==> config.mk <==
export PLATFORM = sky130hd
export DESIGN_NAME = sfifo_mch_flat
export DESIGN_NICKNAME = d
export VERILOG_FILES = /design/src/rtl/sfifo_mch_if.sv /design/src/rtl/sfifo_mch.sv /design/src/flat_wrapper.sv
export SDC_FILE = /design/constraint.sdc
export NUM_CORES = 1
export LEC_CHECK = 0
export BUFFER_PORTS_ARGS = -buffer_cell sky130_fd_sc_hd__buf_4
export CAP_MARGIN = 10
export CORE_AREA = 5 5 172 174
export DETAILED_ROUTE_END_ITERATION = 10
export DIE_AREA = 0 0 177 179
export PLACE_DENSITY = 0.57
export SYNTH_ARGS = -nofsm -noshare
export SYNTH_HDL_FRONTEND = slang
export SYNTH_SLANG_ARGS = --single-unit
==> constraint.sdc <==
create_clock -name clk -period 6.35 [get_ports clk]
set_input_delay 1.27 -clock clk [delete_from_list [all_inputs] [get_ports clk]]
set_output_delay 1.27 -clock clk [all_outputs]
set_load 0.02 [all_outputs]
==> src/rtl/sfifo_mch_if.sv <==
// Handshake and status bundle for the multi-channel FIFO sfifo_mch.
// With HIGH_TH_EN defined it also carries the shared threshold and per-channel threshold flags.
interface sfifo_mch_if #(
    parameter int DATA_WIDTH    = 8,
    parameter int POINTER_WIDTH = 3,
    parameter int NUM_CH        = 4,
    parameter int CH_WIDTH      = 2
);
    logic                  wr;
    logic [CH_WIDTH-1:0]   wr_ch;
    logic [DATA_WIDTH-1:0] data_in;
    logic                  rd;
    logic [CH_WIDTH-1:0]   rd_ch;
    logic [DATA_WIDTH-1:0] data_out;
    logic                  sfifo_valid;
    logic [NUM_CH-1:0]     sfifo_empty;
    logic [NUM_CH-1:0]     sfifo_full;
    logic                  sfifo_ov;
    logic                  sfifo_ud;
`ifdef HIGH_TH_EN
    logic [POINTER_WIDTH:0] high_th;
    logic [NUM_CH-1:0]      sfifo_high_th;
`endif

    modport master (
        output wr, wr_ch, data_in, rd, rd_ch,
`ifdef HIGH_TH_EN
        output high_th,
        input  sfifo_high_th,
`endif
        input  data_out, sfifo_valid, sfifo_empty, sfifo_full, sfifo_ov, sfifo_ud
    );

    modport slave (
        input  wr, wr_ch, data_in, rd, rd_ch,
`ifdef HIGH_TH_EN
        input  high_th,
        output sfifo_high_th,
`endif
        output data_out, sfifo_valid, sfifo_empty, sfifo_full, sfifo_ov, sfifo_ud
    );
endinterface

==> src/rtl/sfifo_mch.sv <==
// NUM_CH independent FIFOs sharing one memory, one write and one read port steered by channel index.
// Optional macro HIGH_TH_EN adds a shared occupancy threshold with per-channel flags.
module sfifo_mch #(
    parameter int DATA_WIDTH    = 8,
    parameter int POINTER_WIDTH = 3,
    parameter int NUM_CH        = 4,
    parameter int CH_WIDTH      = 2
) (
    input logic         clk,
    input logic         rst_n,
    sfifo_mch_if.slave  bus
);
    localparam int DEPTH = 1 << POINTER_WIDTH;
    localparam int CI_W  = (NUM_CH > 1) ? $clog2(NUM_CH) : 1;
    localparam int AW    = CI_W + POINTER_WIDTH;

    typedef logic [POINTER_WIDTH:0] ptr_t;

    ptr_t                  wr_ptr [NUM_CH];
    ptr_t                  rd_ptr [NUM_CH];
    logic [DATA_WIDTH-1:0] mem    [NUM_CH*DEPTH];

    logic [NUM_CH-1:0]     empty_v;
    logic [NUM_CH-1:0]     full_v;
    logic [CI_W-1:0]       wr_idx;
    logic [CI_W-1:0]       rd_idx;
    logic [AW-1:0]         wr_addr;
    logic [AW-1:0]         rd_addr;
    logic                  wr_ok;
    logic                  rd_ok;
    logic                  wr_acc;
    logic                  rd_acc;
    logic                  wr_rej;
    logic                  rd_rej;

    logic [DATA_WIDTH-1:0] data_out_p1;
    logic                  vld_p1;
    logic                  ov_p1;
    logic                  ud_p1;

    // Flags come straight from each channel's pointer pair; the MSB is the wrap bit.
    for (genvar c = 0; c < NUM_CH; c++) begin : g_flag
        assign empty_v[c] = (wr_ptr[c] == rd_ptr[c]);
        assign full_v[c]  = (wr_ptr[c][POINTER_WIDTH-1:0] == rd_ptr[c][POINTER_WIDTH-1:0]) &&
                            (wr_ptr[c][POINTER_WIDTH] != rd_ptr[c][POINTER_WIDTH]);
    end

    // Out-of-range channel indices are dropped silently, without ov/ud.
    always_comb begin
        wr_idx  = bus.wr_ch[CI_W-1:0];
        rd_idx  = bus.rd_ch[CI_W-1:0];
        wr_ok   = (32'(bus.wr_ch) < NUM_CH);
        rd_ok   = (32'(bus.rd_ch) < NUM_CH);
        wr_acc  = bus.wr && wr_ok && !full_v[wr_idx];
        wr_rej  = bus.wr && wr_ok &&  full_v[wr_idx];
        rd_acc  = bus.rd && rd_ok && !empty_v[rd_idx];
        rd_rej  = bus.rd && rd_ok &&  empty_v[rd_idx];
        wr_addr = {wr_idx, wr_ptr[wr_idx][POINTER_WIDTH-1:0]};
        rd_addr = {rd_idx, rd_ptr[rd_idx][POINTER_WIDTH-1:0]};
    end

    always_ff @(posedge clk) begin
        if (wr_acc) begin
            mem[wr_addr] <= bus.data_in;
        end
    end

    // Stage p1: registered read data and event pulses.
    always_ff @(posedge clk or negedge rst_n) begin
        if (!rst_n) begin
            for (int c = 0; c < NUM_CH; c++) begin
                wr_ptr[c] <= '0;
                rd_ptr[c] <= '0;
            end
            data_out_p1 <= '0;
            vld_p1      <= 1'b0;
            ov_p1       <= 1'b0;
            ud_p1       <= 1'b0;
        end else begin
            if (wr_acc) begin
                wr_ptr[wr_idx] <= wr_ptr[wr_idx] + ptr_t'(1);
            end
            if (rd_acc) begin
                rd_ptr[rd_idx] <= rd_ptr[rd_idx] + ptr_t'(1);
                data_out_p1    <= mem[rd_addr];
            end
            vld_p1 <= rd_acc;
            ov_p1  <= wr_rej;
            ud_p1  <= rd_rej;
        end
    end

    assign bus.data_out    = data_out_p1;
    assign bus.sfifo_valid = vld_p1;
    assign bus.sfifo_ov    = ov_p1;
    assign bus.sfifo_ud    = ud_p1;
    assign bus.sfifo_empty = empty_v;
    assign bus.sfifo_full  = full_v;

`ifdef HIGH_TH_EN
    logic [NUM_CH-1:0] high_th_v;

    // Modulo occupancy never exceeds DEPTH, so a threshold above DEPTH never fires.
    for (genvar c = 0; c < NUM_CH; c++) begin : g_th
        ptr_t occ;
        assign occ          = wr_ptr[c] - rd_ptr[c];
        assign high_th_v[c] = (occ >= bus.high_th);
    end

    assign bus.sfifo_high_th = high_th_v;
`endif

endmodule

==> src/flat_wrapper.sv <==
// flat-port wrapper written by rule: the top's interface ports become plain ports
module sfifo_mch_flat 
#(
    parameter int DATA_WIDTH    = 8,
    parameter int POINTER_WIDTH = 3,
    parameter int NUM_CH        = 4,
    parameter int CH_WIDTH      = 2
)
  (clk, rst_n, bus_wr, bus_wr_ch, bus_data_in, bus_rd, bus_rd_ch, bus_data_out, bus_sfifo_valid, bus_sfifo_empty, bus_sfifo_full, bus_sfifo_ov, bus_sfifo_ud);
  sfifo_mch_if #(.DATA_WIDTH(DATA_WIDTH), .POINTER_WIDTH(POINTER_WIDTH), .NUM_CH(NUM_CH), .CH_WIDTH(CH_WIDTH)) bus_i ();
  input logic clk;
  input logic rst_n;
  input wire logic [$bits(bus_i.wr)-1:0] bus_wr;
  input wire logic [$bits(bus_i.wr_ch)-1:0] bus_wr_ch;
  input wire logic [$bits(bus_i.data_in)-1:0] bus_data_in;
  input wire logic [$bits(bus_i.rd)-1:0] bus_rd;
  input wire logic [$bits(bus_i.rd_ch)-1:0] bus_rd_ch;
  output wire logic [$bits(bus_i.data_out)-1:0] bus_data_out;
  output wire logic [$bits(bus_i.sfifo_valid)-1:0] bus_sfifo_valid;
  output wire logic [$bits(bus_i.sfifo_empty)-1:0] bus_sfifo_empty;
  output wire logic [$bits(bus_i.sfifo_full)-1:0] bus_sfifo_full;
  output wire logic [$bits(bus_i.sfifo_ov)-1:0] bus_sfifo_ov;
  output wire logic [$bits(bus_i.sfifo_ud)-1:0] bus_sfifo_ud;
  assign bus_i.wr = bus_wr;
  assign bus_i.wr_ch = bus_wr_ch;
  assign bus_i.data_in = bus_data_in;
  assign bus_i.rd = bus_rd;
  assign bus_i.rd_ch = bus_rd_ch;
  assign bus_data_out = bus_i.data_out;
  assign bus_sfifo_valid = bus_i.sfifo_valid;
  assign bus_sfifo_empty = bus_i.sfifo_empty;
  assign bus_sfifo_full = bus_i.sfifo_full;
  assign bus_sfifo_ov = bus_i.sfifo_ov;
  assign bus_sfifo_ud = bus_i.sfifo_ud;
  sfifo_mch #(.DATA_WIDTH(DATA_WIDTH), .POINTER_WIDTH(POINTER_WIDTH), .NUM_CH(NUM_CH), .CH_WIDTH(CH_WIDTH)) u_core (.clk(clk), .rst_n(rst_n), .bus(bus_i));
endmodule
## Word level (Yosys, flattened, before mapping)

Memory sizes are Yosys's and may differ from the RTL's. A register that Yosys moved wholly into a read port is not among the register bits.
Cells that the tools add are included.

| cells by class | value |
|---|---|
| $add $sub $neg | 2 |
| magnitude comparators | 6 |
| eq/ne operators | 12 |
| muxes and demuxes | 18 |
| bitwise operators | 2 |
| reduce and logical (&&, ||, !) cells | 13 |

Operator list:

| kind | number |
|---|---|
| bitwise mux 16 bit | 2 |
| two-way mux 4 bit | 6 |
| binary-select mux 4 bit (select 2 bit) | 2 |
| demux 4 bit (select 2 bit) | 2 |
| == test 4 bit | 4 |
| == test 3 bit | 4 |
| logical AND 1 bit | 10 |
| adder 4 x 1 -> 4 bit (second input constant) | 2 |
| greater-or-equal comparator 3 bit (second input constant) | 2 |
| < comparator 2 x 3 -> 1 bit (second input constant) | 2 |
| < comparator 3 x 1 -> 1 bit (second input constant) | 2 |
| inverter 2 -> 3 bit | 2 |
| binary-select mux 1 bit (select 2 bit) | 2 |
| two-way mux 1 bit | 4 |
| inequality test 1 bit | 4 |
| zero test 1 bit | 3 |

| word-level totals | value |
|---|---|
| register bits after elaboration | 35 |
| memory bits (writable) | 256 |
| bits of input ports | 16 |
| output and inout port bits | 19 |
| logic and storage cells | 65 |
| memories kept | 1 |

Memories:

| memory | words | bits a word | read ports | clocked after memory_dff | wr ports | line | source |
|---|---|---|---|---|---|---|---|
| u_core.mem | 32 | 8 | 1 | 1 | 1 | sfifo_mch.sv:21 | `logic [DATA_WIDTH-1:0] mem [NUM_CH*DEPTH];` |

## Logic depth before layout (Yosys ltp)

| logic depth | value |
|---|---|
| word-level depth | 8 |
| depth in mapped cells | 10 |
| depth with buffers taken out | 6 |

## Least setup slack after synthesis

OpenSTA, ideal clock, no wires.

| timing path | value |
|---|---|
| path kind | input -> register |
| start | in bus_wr_ch[0] |
| end | mem u_core.mem[26][0], enable pin |
| library setup time | 0.370 ns |
| arrival | 2.768 ns |
| data required time | 5.980 ns |
| setup slack | 3.212 ns |
| stages | 6 |
| buffers on the path | 1 |
| cells stage by stage | clkbuf_1 -> mux4_2 -> inv_1 -> ha_1 -> nand2_1 -> nor2_1 |

| on the way | value |
|---|---|
| word-level cells in the longest chain between the ends | 6 |
| elaborated cells between the ends (all ways) | 10 |
| classes of those cells | 7 x mux; 1 x bitwise; 2 x reduce/logical |

RTL lines:

| element | line | source |
|---|---|---|
| start: declaration | flat_wrapper.sv:14 | `input wire logic [$bits(bus_i.wr_ch)-1:0] bus_wr_ch;` |
| binary-select mux 1 bit (select 2 bit) | sfifo_mch.sv:54 | `wr_acc = bus.wr && wr_ok && !full_v[wr_idx];` |
| two-way mux 1 bit (not written as such) | sfifo_mch.sv:54 |  |
| zero test 1 bit | sfifo_mch.sv:54 |  |
| logical AND 1 bit | sfifo_mch.sv:54 |  |
| two-way mux 1 bit | sfifo_mch.sv:63 | `if (wr_acc) begin` |
| two-way mux 1 bit (not written as such) | sfifo_mch.sv:64 | `mem[wr_addr] <= bus.data_in;` |
| end: declaration | sfifo_mch.sv:21 |  |

Several ways; a longest one is shown, not always the timed one. The select of a mux whose other input is x is not followed.

## Final worst setup path

| timing path | value |
|---|---|
| start | in bus_rd_ch[1] |
| end | reg u_core.data_out_p1[5], in the netlist u_core.bus.data_out[5] (read register of u_core.mem) |

| on the way | value |
|---|---|
| word-level cells in the longest chain between the ends | 4 |
| elaborated cells between the ends (all ways) | 8 |
| classes of those cells | 5 x mux; 1 x bitwise; 2 x reduce/logical |

RTL lines:

| element | line | source |
|---|---|---|
| start: declaration | flat_wrapper.sv:17 | `input wire logic [$bits(bus_i.rd_ch)-1:0] bus_rd_ch;` |
| inverter 2 -> 3 bit (not written as such) or binary-select mux 1 bit (select 2 bit) (tied branches) | sfifo_mch.sv:59, sfifo_mch.sv:56 |  |
| binary-select mux 4 bit (select 2 bit) or two-way mux 1 bit (tied branches) | sfifo_mch.sv:59, sfifo_mch.sv:56 |  |
| two-way mux 4 bit (not written as such) or zero test 1 bit (tied branches) | sfifo_mch.sv:59, sfifo_mch.sv:56 |  |
| two-way mux 4 bit (not written as such) or logical AND 1 bit (tied branches) | sfifo_mch.sv:59, sfifo_mch.sv:56 |  |
| end: declaration | sfifo_mch.sv:36 | `logic [DATA_WIDTH-1:0] data_out_p1;` |

Several ways; a longest one is shown, not always the timed one. The select of a mux whose other input is x is not followed.
A chain may end at the register's enable or synchronous reset.

==> results.md <==
- Status: finished, final reports clean
- # rows: 61
- Port Buffers: 34
- Area Overhead vs Synth: 13.3%
- Synth top area share: about 62%
- Router iterations before antenna repair: 5
- Hold Startpoint: u_core.bus.data_out[1]
- Clock Power Share: about 29%
- Post-synth EDFFs: 256
- Initial antenna violation count: 0
- CP Launch Type: input pin
- Synth Instances: between 700 and 800
- Post-CTS resize count: 0
- Yosys cell types: 40
- Post-CTS Setup Inserts: 0
- Comb power frac: between 30% and 40%
- Final Cell Area: around 14000 µm²
- Post-Syn Area: roughly 12000 µm²
- Cell chosen for the clock root: clkbuf_16
- R2r startpoint: u_core.rd_ptr[2]
- Worst Max-Slew Pin Slew: approximately 1100 ps
- WS Path Type: in -> reg
- CP Capture Type: flip-flop
- Antenna Cells: 0
- Hold Path Sink: u_core.bus.data_out[1]
- I/O pins: 35
- Clock Skew: 15.1 ps
- Crit path buffers/inverters: 2
- Pwr dens: 458 nW/µm²
- DR iter-0 viols: about 560
- Clock Tree Buf Depth: 3
- Fin crit share: between 60% and 70%
- Fin util: about half
- R2R Setup Slk: approximately 3000 ps
- Final ANT Viol Nets: 0
- Fin Hold WS: between 500 and 600 ps
- Mean Syn Cell Area: between 15 and 20 µm²
- Global-route wire length before repair: 44.2 mm
- Worst r2r path cells: 5
- Cell count of the worst hold path: 1
- Total track usage: about a fifth
- Starting Density: approximately 45%
- Top cells by count, synth: 256 x edfxtp_1, 98 x mux2i_1, 55 x nor2_1, 43 x dfrtp_1, 27 x a22oi_1
- Cell mode on critical path: buf_4
- CP peak stage delay: approximately 1100 ps
- Core Box Area: 27600 µm²
- Peak supply drop: between 0.0002 and 0.00025 V
- FF+latch count, synth: approximately 300
- Crit path max fanout: 54
- CTS tree: built
- Die Span X: roughly 180 µm
- Vias per inst: about 5.7
- DP Area: around 13000 µm²
- Hold Crit Class: reg -> reg
- CP top delay family: multiplexers
- Clk_lat worst skew: between 500 and 600 ps
- Sw frac: between 30 and 40%
- Pin count of the biggest net entering global routing: 55
- Worst r2r dst: u_core.bus.data_out[2]
- Detailed Place HPWL: about 20 mm
- Top-count cell post-synth: edfxtp_1
- Synth Warn #: 0
- Clk sink count: 299
- Period minus WS final: ~3800 ps
- DRC Markers: 0
- Critical Path RT: 6820 ps
- Asr flop ratio synth: between 10% and 20%
- Main area contributors after synthesis: edfxtp_1 62%, dfrtp_1 8.7%, mux2i_1 8.0%
- Register area share after synthesis: between 70% and 80%
- Dominant synthesized flop cell: edfxtp_1
- Wire per inst: approximately 25 µm
- Internal cell power: 4.27 mW
- Leading area contributor after synthesis: edfxtp_1
- Sequential power share: roughly two fifths
- WP data arrival: 4280 ps
- Final Hold Fails: 0
- Critical-path cell list: buf_4, mux4_4, buf_4, nor2_1, a221oi_1, a22oi_1, a31oi_1
- GR Overflow Total: 0
- Num CTS Buffers: 31
- Placer Congestion: roughly 0.83
- Pleak: about 4.9 nW
- Final Max Tran Viols: 0
- Nets: 793
- Relative slew slack: roughly 30%
- Fillers: approximately 2300
- Setup TNS: 0 ps
- H-tree depth: 1
- Max cap viols: 0
- RSZ-0062 raised after global routing: no
- Post-route insts no fill: 1174
- Layout cell share with drive strength beyond 1: between 10% and 20%
- WL final: 29.7 mm
- Hold-fix buffers, CTS: 0
- Overall power: 6.38 mW
- Psw: approximately 2.1 mW
- Syn nets: 753
- Cells after DPL: between 1000 and 1500
- Die footprint: between 30000 and 40000 µm²
- PnR worst setup slack: ~2500 ps
- Max Clock Freq: 262 MHz
- Number of global-route vias before repair: a little under 7000
- Die height: between 150 and 200 µm
- Dpl ws: about 2000 ps
- Setup Viol. Count Final: 0
- Via count: 6650
- Slowest stage cell, crit path: mux4_4
- Reg clk slew, reported paths: 60 ps
routing by layer:
metal / routed length [µm] / vias up / GRT usage, % / part of all wire [%]
li1: - / 2960 / - / -
met1: 12900 / 3430 / 26.5 / 43
met2: 14100 / 214 / 30.8 / 47
met3: 1850 / 46 / 3.58 / 6.2
met4: 906 / 0 / 5.29 / 3.0
met5: 0 / - / 0 / 0
worst reg2reg max path: stages, from the launching register on:
cell     delay (ps)
dfrtp_1         520
mux4_2          960
nor2b_1         880
a22oi_1         310
a22oi_1         400
a31oi_1         120
power by group through the flow:
stage	combinational, mW	clock (mW)	sequential (mW)
3_5_place_dp	1.98	0	2.59
2_1_floorplan	1.36	0	2.54
4_1_cts	1.99	1.89	2.55
5_1_grt	2.12	1.96	2.57
6_report	1.97	1.86	2.55
3_3_place_gp	1.95	0	2.59
area by class of cell:
| cell class | instances | area [µm²] | share of cell area, % |
|---|---|---|---|
| repair buffers | 37 | 278 | 1.99 |
| flip-flops and latches | 299 | 8760 | 62.9 |
| well taps | 378 | 473 | 3.39 |
| inverters | 13 | 48.8 | 0.350 |
| clock buffers | 36 | 795 | 5.70 |
| multi-input cells | 390 | 3330 | 23.9 |
| clock inverters | 21 | 251 | 1.80 |
cell usage in the layout, fill, tap and decap left out, types with 17 or more instances in the layout:
cell type / n
edfxtp_1: 256
nor2_1: 55
nand2_1: 17
mux4_2: 25
dfrtp_1: 43
mux2i_1: 97
mux2_2: 23
xnor2_1: 18
a21oi_1: 20
clkbuf_16: 31
buf_4: 37
a22oi_1: 27
state kept, by name, summed over array words and instances, names as in the netlist:
name and count:
u_core.bus.sfifo_ov 1, u_core.bus.data_out 8, u_core.bus.sfifo_ud 1, u_core.bus.sfifo_valid 1, u_core.rd_ptr 16, u_core.mem 256, u_core.wr_ptr 16
how the worst max path moves through the flow:
stage                 start                      to  slack (ps)  depth (start not counted)
2_1_floorplan  bus_wr_ch[0]       u_core.mem[26][0]        3210                          6
6_report       bus_rd_ch[1]  u_core.bus.data_out[5]        2540                          7
3_3_place_gp   bus_rd_ch[1]  u_core.bus.data_out[4]        1990                          7
4_1_cts        bus_rd_ch[1]  u_core.bus.data_out[4]        2530                          7
3_5_place_dp   bus_rd_ch[1]  u_core.bus.data_out[4]        1970                          7
5_1_grt        bus_rd_ch[1]  u_core.bus.data_out[5]        2370                          7
cells by family (layout without fill, tap and decap cells):
kind of cell    count (synthesis)  count (layout)  synth area share (%)
flops                         299             299                  71.2
mux                           148             148                  14.9
simple gates                  117             117                  4.40
compound gates                 94              94                  5.32
buf+inv                        43             107                  1.78
xor+xnor                       26              26                  1.85
fa+ha+maj                       5               5                 0.508
No activity file was read; power rests on OpenSTA's default activity.
